===== config.mk =====
export PLATFORM = sky130hd
export DESIGN_NAME = simple_add_example_rd_sched_flat
export DESIGN_NICKNAME = d
export VERILOG_FILES = /design/src/rtl/simple_add_example_rd_sched_if.sv /design/src/rtl/simple_add_example_rd_sched.sv /design/src/flat_wrapper.sv
export SDC_FILE = /design/constraint.sdc
export NUM_CORES = 1
export LEC_CHECK = 0
export CAP_MARGIN = 20
export CORE_ASPECT_RATIO = 0.7
export CORE_MARGIN = 5
export CORE_UTILIZATION = 49
export CTS_CLUSTER_DIAMETER = 120
export DETAILED_ROUTE_END_ITERATION = 10
export PLACE_DENSITY = 0.79
export SLEW_MARGIN = 20
export SYNTH_ARGS = -nofsm -noshare
export SYNTH_HDL_FRONTEND = slang
export SYNTH_SLANG_ARGS = --single-unit

===== constraint.sdc =====
create_clock -name clk -period 13.3 [get_ports clk]
set_input_delay 1.995 -clock clk [delete_from_list [all_inputs] [get_ports clk]]
set_output_delay 1.995 -clock clk [all_outputs]
set_load 0.1 [all_outputs]

===== src/rtl/simple_add_example_rd_sched_if.sv =====
// AXI4 read-address channel bundle for the simple_add_example read scheduler.
// master: the scheduler driving AR requests; slave: the m_axi port accepting them.
interface simple_add_example_rd_sched_if #(
  parameter int C_ADDR_WIDTH = 64
);
  logic                    arvalid;
  logic                    arready;
  logic [C_ADDR_WIDTH-1:0] araddr;
  logic [7:0]              arlen;

  modport master (
    output arvalid,
    output araddr,
    output arlen,
    input  arready
  );

  modport slave (
    input  arvalid,
    input  araddr,
    input  arlen,
    output arready
  );
endinterface


===== src/rtl/simple_add_example_rd_sched.sv =====
// simple_add_example_rd_sched: splits one read transfer command into fixed-length
// AXI4 AR bursts (last one may be partial), limits in-flight bursts with an
// up/down counter and pulses ctrl_done once every issued burst has completed.
// Optional stall-cycle counter output is enabled by defining the macro
// SIMPLE_ADD_EXAMPLE_RD_SCHED_PERF_EN.
module simple_add_example_rd_sched #(
  parameter int C_ADDR_WIDTH      = 64,
  parameter int C_DATA_WIDTH      = 512,
  parameter int C_XFER_SIZE_WIDTH = 32,
  parameter int C_BURST_LEN       = 64,
  parameter int C_MAX_OUTSTANDING = 16
) (
  input  logic                         clk,
  input  logic                         rst,
  input  logic                         ctrl_start,
  input  logic [C_ADDR_WIDTH-1:0]      ctrl_addr_offset,
  input  logic [C_XFER_SIZE_WIDTH-1:0] ctrl_xfer_size_in_bytes,
  output logic                         ctrl_done,
  output logic                         busy,
  simple_add_example_rd_sched_if.master ar,
  input  logic                         burst_done,
`ifdef SIMPLE_ADD_EXAMPLE_RD_SCHED_PERF_EN
  output logic [7:0]                   outstanding,
  output logic [31:0]                  stall_cycles
`else
  output logic [7:0]                   outstanding
`endif
);

  // Derived sizes. Beat math is done one bit wider than the size so that
  // sizes near 2^C_XFER_SIZE_WIDTH cannot overflow while rounding up.
  localparam int BYTES_PER_BEAT = C_DATA_WIDTH / 8;
  localparam int BEAT_SHIFT     = $clog2(BYTES_PER_BEAT);
  localparam int BEAT_W         = C_XFER_SIZE_WIDTH + 1;
  localparam int BURST_BYTES    = C_BURST_LEN * BYTES_PER_BEAT;

  localparam logic [C_ADDR_WIDTH-1:0] BURST_STRIDE = C_ADDR_WIDTH'(BURST_BYTES);
  localparam logic [7:0]              MAX_OUT      = 8'(C_MAX_OUTSTANDING);
  localparam logic [7:0]              FULL_ARLEN   = 8'(C_BURST_LEN - 1);
  localparam logic [BEAT_W-1:0]       BEAT_ROUND   = BEAT_W'(BYTES_PER_BEAT - 1);
  localparam logic [BEAT_W-1:0]       BURST_ROUND  = BEAT_W'(C_BURST_LEN - 1);
  localparam logic [BEAT_W-1:0]       BURST_DIV    = BEAT_W'(C_BURST_LEN);
  localparam logic [BEAT_W-1:0]       BEAT_ONE     = BEAT_W'(1);

  // Control FSM encoding
  localparam logic [2:0] ST_IDLE  = 3'd0;
  localparam logic [2:0] ST_SETUP = 3'd1;
  localparam logic [2:0] ST_ISSUE = 3'd2;
  localparam logic [2:0] ST_DRAIN = 3'd3;
  localparam logic [2:0] ST_DONE  = 3'd4;

  logic [2:0]                   state_reg;
  logic [2:0]                   state_next;
  logic [C_ADDR_WIDTH-1:0]      araddr_reg;
  logic [C_XFER_SIZE_WIDTH-1:0] size_reg;
  logic [BEAT_W-1:0]            bursts_left_reg;
  logic [BEAT_W-1:0]            last_len_reg;
  logic [7:0]                   outstanding_reg;
  logic [7:0]                   outstanding_next;

  logic [BEAT_W-1:0] total_beats;
  logic [BEAT_W-1:0] bursts_calc;
  logic [BEAT_W-1:0] beats_rem;
  logic [BEAT_W-1:0] last_len_calc;
  logic [7:0]        last_arlen;
  logic              issuing;
  logic              arvalid_int;
  logic              ar_hs;
  logic              done_dec;
  logic              start_accept;

  // Burst plan derived from the latched size; consumed only in SETUP
  always_comb begin
    total_beats   = ({1'b0, size_reg} + BEAT_ROUND) >> BEAT_SHIFT;
    bursts_calc   = (total_beats + BURST_ROUND) / BURST_DIV;
    beats_rem     = total_beats % BURST_DIV;
    last_len_calc = (beats_rem == '0) ? BURST_DIV : beats_rem;
  end

  // AR channel: valid whenever bursts remain and the in-flight limit allows.
  // Nothing that feeds these can change without a handshake, except the
  // outstanding count which can only fall, so a stalled request stays put.
  assign issuing      = (state_reg == ST_ISSUE) && (bursts_left_reg != '0);
  assign arvalid_int  = issuing && (outstanding_reg < MAX_OUT);
  assign ar_hs        = arvalid_int && ar.arready;
  assign done_dec     = burst_done && (outstanding_reg != 8'd0);
  assign start_accept = (state_reg == ST_IDLE) && ctrl_start;
  assign last_arlen   = 8'(last_len_reg - BEAT_ONE);

  assign ar.arvalid  = arvalid_int;
  assign ar.araddr   = araddr_reg;
  assign ar.arlen    = !issuing ? 8'd0 :
                       (bursts_left_reg == BEAT_ONE) ? last_arlen : FULL_ARLEN;
  assign outstanding = outstanding_reg;
  assign ctrl_done   = (state_reg == ST_DONE);
  assign busy        = (state_reg != ST_IDLE);

  // In-flight count: +1 per AR handshake, -1 per completed burst, never below 0
  always_comb begin
    outstanding_next = outstanding_reg;
    case ({ar_hs, done_dec})
      2'b10:   outstanding_next = outstanding_reg + 8'd1;
      2'b01:   outstanding_next = outstanding_reg - 8'd1;
      default: outstanding_next = outstanding_reg;
    endcase
  end

  // Next-state logic; DRAIN looks at the count being registered this cycle so
  // ctrl_done follows the final burst_done by exactly one cycle
  always_comb begin
    state_next = state_reg;
    case (state_reg)
      ST_IDLE:  if (ctrl_start) state_next = ST_SETUP;
      ST_SETUP: state_next = (total_beats == '0) ? ST_DONE : ST_ISSUE;
      ST_ISSUE: if (ar_hs && (bursts_left_reg == BEAT_ONE)) state_next = ST_DRAIN;
      ST_DRAIN: if (outstanding_next == 8'd0) state_next = ST_DONE;
      ST_DONE:  state_next = ST_IDLE;
      default:  state_next = ST_IDLE;
    endcase
  end

  // State register
  always_ff @(posedge clk or posedge rst) begin
    if (rst) begin
      state_reg <= ST_IDLE;
    end else begin
      state_reg <= state_next;
    end
  end

  // Command latch and burst address: offset loaded on start, stepped per handshake
  always_ff @(posedge clk or posedge rst) begin
    if (rst) begin
      araddr_reg <= '0;
      size_reg   <= '0;
    end else if (start_accept) begin
      araddr_reg <= ctrl_addr_offset;
      size_reg   <= ctrl_xfer_size_in_bytes;
    end else if (ar_hs) begin
      araddr_reg <= araddr_reg + BURST_STRIDE;
    end
  end

  // Burst plan registers: loaded in SETUP, bursts_left counts down per handshake
  always_ff @(posedge clk or posedge rst) begin
    if (rst) begin
      bursts_left_reg <= '0;
      last_len_reg    <= '0;
    end else if (state_reg == ST_SETUP) begin
      bursts_left_reg <= bursts_calc;
      last_len_reg    <= last_len_calc;
    end else if (ar_hs) begin
      bursts_left_reg <= bursts_left_reg - BEAT_ONE;
    end
  end

  // Outstanding burst counter
  always_ff @(posedge clk or posedge rst) begin
    if (rst) begin
      outstanding_reg <= 8'd0;
    end else begin
      outstanding_reg <= outstanding_next;
    end
  end

`ifdef SIMPLE_ADD_EXAMPLE_RD_SCHED_PERF_EN
  logic [31:0] stall_reg;
  logic        stall_cond;

  // A stall is either AR backpressure or issue blocked by the in-flight limit
  assign stall_cond   = (arvalid_int && !ar.arready) ||
                        (issuing && (outstanding_reg == MAX_OUT));
  assign stall_cycles = stall_reg;

  // Saturating stall counter, cleared when a new command is accepted
  always_ff @(posedge clk or posedge rst) begin
    if (rst) begin
      stall_reg <= 32'd0;
    end else if (start_accept) begin
      stall_reg <= 32'd0;
    end else if (stall_cond && (stall_reg != 32'hFFFF_FFFF)) begin
      stall_reg <= stall_reg + 32'd1;
    end
  end
`endif

  // A stalled AR request must not change until it is accepted
  a_ar_stable: assert property (@(posedge clk) disable iff (rst)
    (ar.arvalid && !ar.arready) |=> (ar.arvalid && $stable(ar.araddr) && $stable(ar.arlen)));

  // In-flight count never exceeds the configured limit
  a_out_limit: assert property (@(posedge clk) disable iff (rst)
    outstanding_reg <= MAX_OUT);

  // Completion is a single-cycle pulse
  a_done_pulse: assert property (@(posedge clk) disable iff (rst)
    ctrl_done |=> !ctrl_done);

endmodule

===== src/flat_wrapper.sv =====
// flat-port wrapper written by rule: the top's interface ports become plain ports
module simple_add_example_rd_sched_flat 
#(
  parameter int C_ADDR_WIDTH      = 64,
  parameter int C_DATA_WIDTH      = 512,
  parameter int C_XFER_SIZE_WIDTH = 32,
  parameter int C_BURST_LEN       = 64,
  parameter int C_MAX_OUTSTANDING = 16
)
  (clk, rst, ctrl_start, ctrl_addr_offset, ctrl_xfer_size_in_bytes, ctrl_done, busy, burst_done, outstanding, ar_arvalid, ar_araddr, ar_arlen, ar_arready);
  simple_add_example_rd_sched_if #(.C_ADDR_WIDTH(C_ADDR_WIDTH)) ar_i ();
  input  logic clk;
  input  logic rst;
  input  logic ctrl_start;
  input  logic [C_ADDR_WIDTH-1:0] ctrl_addr_offset;
  input  logic [C_XFER_SIZE_WIDTH-1:0] ctrl_xfer_size_in_bytes;
  output logic ctrl_done;
  output logic busy;
  input  logic burst_done;
  output logic [7:0] outstanding;
  output wire logic [$bits(ar_i.arvalid)-1:0] ar_arvalid;
  output wire logic [$bits(ar_i.araddr)-1:0] ar_araddr;
  output wire logic [$bits(ar_i.arlen)-1:0] ar_arlen;
  input wire logic [$bits(ar_i.arready)-1:0] ar_arready;
  assign ar_arvalid = ar_i.arvalid;
  assign ar_araddr = ar_i.araddr;
  assign ar_arlen = ar_i.arlen;
  assign ar_i.arready = ar_arready;
  simple_add_example_rd_sched #(.C_ADDR_WIDTH(C_ADDR_WIDTH), .C_DATA_WIDTH(C_DATA_WIDTH), .C_XFER_SIZE_WIDTH(C_XFER_SIZE_WIDTH), .C_BURST_LEN(C_BURST_LEN), .C_MAX_OUTSTANDING(C_MAX_OUTSTANDING)) u_core (.clk(clk), .rst(rst), .ctrl_start(ctrl_start), .ctrl_addr_offset(ctrl_addr_offset), .ctrl_xfer_size_in_bytes(ctrl_xfer_size_in_bytes), .ctrl_done(ctrl_done), .busy(busy), .ar(ar_i), .burst_done(burst_done), .outstanding(outstanding));
endmodule

==> run_results.csv <==
group,metric,value,unit
run_status,outcome,"complete, no violations",
sta,rsz0062_at_grt,"false",
routing,wire_per_inst,16.2,µm
sta,hold_violations,0,
die,design.die.area,0.0195,mm²
routing,drt_iter0_drc,565,
clocking,post_cts_buffers,0,
clocking,ctsHoldBuffers,0,
routing,first_pass_iters,6,
critical_path,end_kind,"output port",
die,ios,184,
routing,wirelength,20.8,mm
layout,diodes,0,
clocking,clk_latency,0.43,ns
die,initial_core_util,0.501,
clocking,cts_max_level,4,
sta,clock_skew,0.0138,ns
die,fp.dieW,165,µm
hold_path,holdPathStages,1,
grt,grt_max_degree,106,
critical_path,critPathLaunchType,"flip-flop",
grt,antenna_found_initial,0,
layout,final_util,0.665,
yosys,yosysWarnings,0,
yosys,synthFlopType,"dfrtp_1",
grt,overflow,0,
routing,antenna_left,0,
yosys,yosys.area.top_type,"dfrtp_1",
sta,slew_headroom,0.310,
sta,setup_tns,0,ns
critical_path,r2r_end,"u_core.state_reg[2]$_DFFE_PP0P_",
die,rows,39,
critical_path,reg2reg_from,"u_core.bursts_left_reg[16]$_DFFE_PP0P_",
critical_path,path_max_fanout,7,
placement,io_buffers,183,
sta,min_period_over_period,0.426,
clocking,cts_buffer_depth,2,
yosys,synth_cell_types,64,
yosys,syn_inst,874,
yosys,synth.net_count,988,
critical_path,cp.arrival,3.67,ns
die,core_area,0.0164,mm²
critical_path,worstSetupPathType,"reg2out",
hold_path,holdPathEnd,"u_core.ar.araddr[1]$_DFFE_PP0P_",
grt,grt_usage,0.218,
sta,post-route-min-period,5.67,ns
yosys,synth_seq_cells,147,
layout,largest_register_ffs,64,
placement,post-dp-hpwl,15.3,mm
routing,vias_per_cell,5.36,
yosys,synth_area_leaders,"dfrtp_1 (45%), xnor2_1 (6.4%), xor2_1 (5.6%)",
sta,max_freq,176,MHz
clocking,cts_sinks,147,
die,die_y,118,µm
routing,vias,6881,
placement,place_ws,7.46,ns
layout,drive_gt1_frac,0.0982,
yosys,synth_async_sr_flop_share,1.00,
placement,place.gp.congestion,0.862,
critical_path,worst-r2r-cell-count,15,
hold_path,hold_class,"reg2reg",
yosys,synth_area_per_cell,9.40,µm²
critical_path,r2r_setup_slack,8.30,ns
yosys,synth_top_area_frac,0.448,
sta,finalSetupViolations,0,
grt,grt_pass1_wl,34.4,mm
clocking,numCtsBuffers,17,
clocking,root_buffer,"clkbuf_16",
sta,slew_violations,0,
sta,worst_pin_slew,1.03,ns
critical_path,crit_path_max_incr_delay,1.18,ns
yosys,ys_seq_area_frac,0.448,
critical_path,critPathSlowestCell,"clkdlybuf4s50_1",
routing,drc,0,
job,cap_violations,0,
layout,mostFrequentLayoutCell,"clkdlybuf4s50_1",
sta,finalWorstSetupSlack,7.63,ns
clocking,cts_resized,0,
sta,timing.hold.ws,0.513,ns
yosys,synth_edf_count,0,
layout,syn_to_final_growth,32.6,%
grt,first_global_vias,6694,
critical_path,worstPathRequired,11.31,ns
critical_path,crit_chain,"or4_1 -> nor4_2 -> and4_1 -> nand2_1 -> nor3_1 -> clkdlybuf4s50_1",
layout,fin_nets,1160,
layout,layout_common_cells,"clkdlybuf4s50_1 (183), dfrtp_1 (147), nand2_1 (121), o21ai_0 (88), xnor2_1 (60)",
yosys,synth_area,0.00822,mm²
clocking,cts_tree,"yes",
clocking,clk_pin_slew,0.06,ns
hold_path,hold_path.startpoint,"u_core.ar.araddr[1]$_DFFE_PP0P_",
-- cells in the mapped netlist, types with 4 or more instances --
master,number
inv_1,22
and3_1,18
xor2_1,53
o21ai_0,88
nand4_1,19
o211ai_1,4
xnor2_1,60
mux2_2,41
ha_1,12
and4_1,5
or2_2,4
nand2_1,121
nor3b_1,4
or4_1,6
dfrtp_1,147
a2111o_1,4
clkbuf_1,31
a21oi_1,22
nor4_1,13
or3_1,14
mux2i_1,4
nand3_1,36
nor3_1,30
nor2_1,51
and2_1,5
-- layout make-up --
| type | instances | area [µm²] |
|---|---|---|
| Timing Repair Buffer | 190 | 1880 |
| Multi-Input combinational cell | 667 | 4310 |
| Inverter | 23 | 91.3 |
| Fill cell | 1368 | 5500 |
| Sequential cell | 147 | 3680 |
| Clock buffer | 20 | 447 |
| Tap cell | 225 | 282 |
| Clock inverter | 12 | 203 |
-- per-layer routing --
metal / vias up / track usage / wire [µm]
li1: 3424 / - / -
met1: 3245 / 0.321 / 9970
met2: 191 / 0.314 / 9120
met3: 21 / 0.0689 / 1500
met4: 0 / 0.0530 / 218
met5: - / 0 / 0
-- stage by stage --
stage          instance area, µm²  cells
6_report                    10900   1284
5_1_grt                     10900   1284
4_1_cts                     10900   1284
3_5_place_dp                10200   1252
3_3_place_gp                10200   1252
2_1_floorplan                8220    874
-- worst max path at each step --
stage	from	to	depth (start not counted)	slack (ns)
after floorplan	rst	u_core.ar.araddr[0]$_DFFE_PP0P_	1	7.35
after global placement	ar_arready	u_core.state_reg[2]$_DFFE_PP0P_	14	7.53
after detailed placement	ar_arready	u_core.state_reg[2]$_DFFE_PP0P_	14	7.46
after CTS	u_core.bursts_left_reg[16]$_DFFE_PP0P_	ar_arlen[6]	6	7.61
after global routing	u_core.bursts_left_reg[18]$_DFFE_PP0P_	ar_arlen[6]	6	7.44
final	u_core.bursts_left_reg[16]$_DFFE_PP0P_	ar_arlen[6]	6	7.63
-- logic make-up after synthesis --
family / Yosys count / synth area share
XOR/XNOR: 113 / 0.120
adder cells (fa/ha/maj): 13 / 0.0207
AND/OR/NAND/NOR: 355 / 0.221
buffers and inverters: 60 / 0.0288
AO/OA/AOI/OAI: 141 / 0.101
flip-flops: 147 / 0.448
multiplexers: 45 / 0.0610
-- worst max-delay path, delay by kind of cell (launching register included) --
kind / cells / cell delay (ns)
buf+inv: 1 / 1.18
flops: 1 / 0.44
simple gates: 5 / 1.62
Power is not shown: default switching activity piles up to over one toggle a cycle in this logic, so the estimate is an artifact.
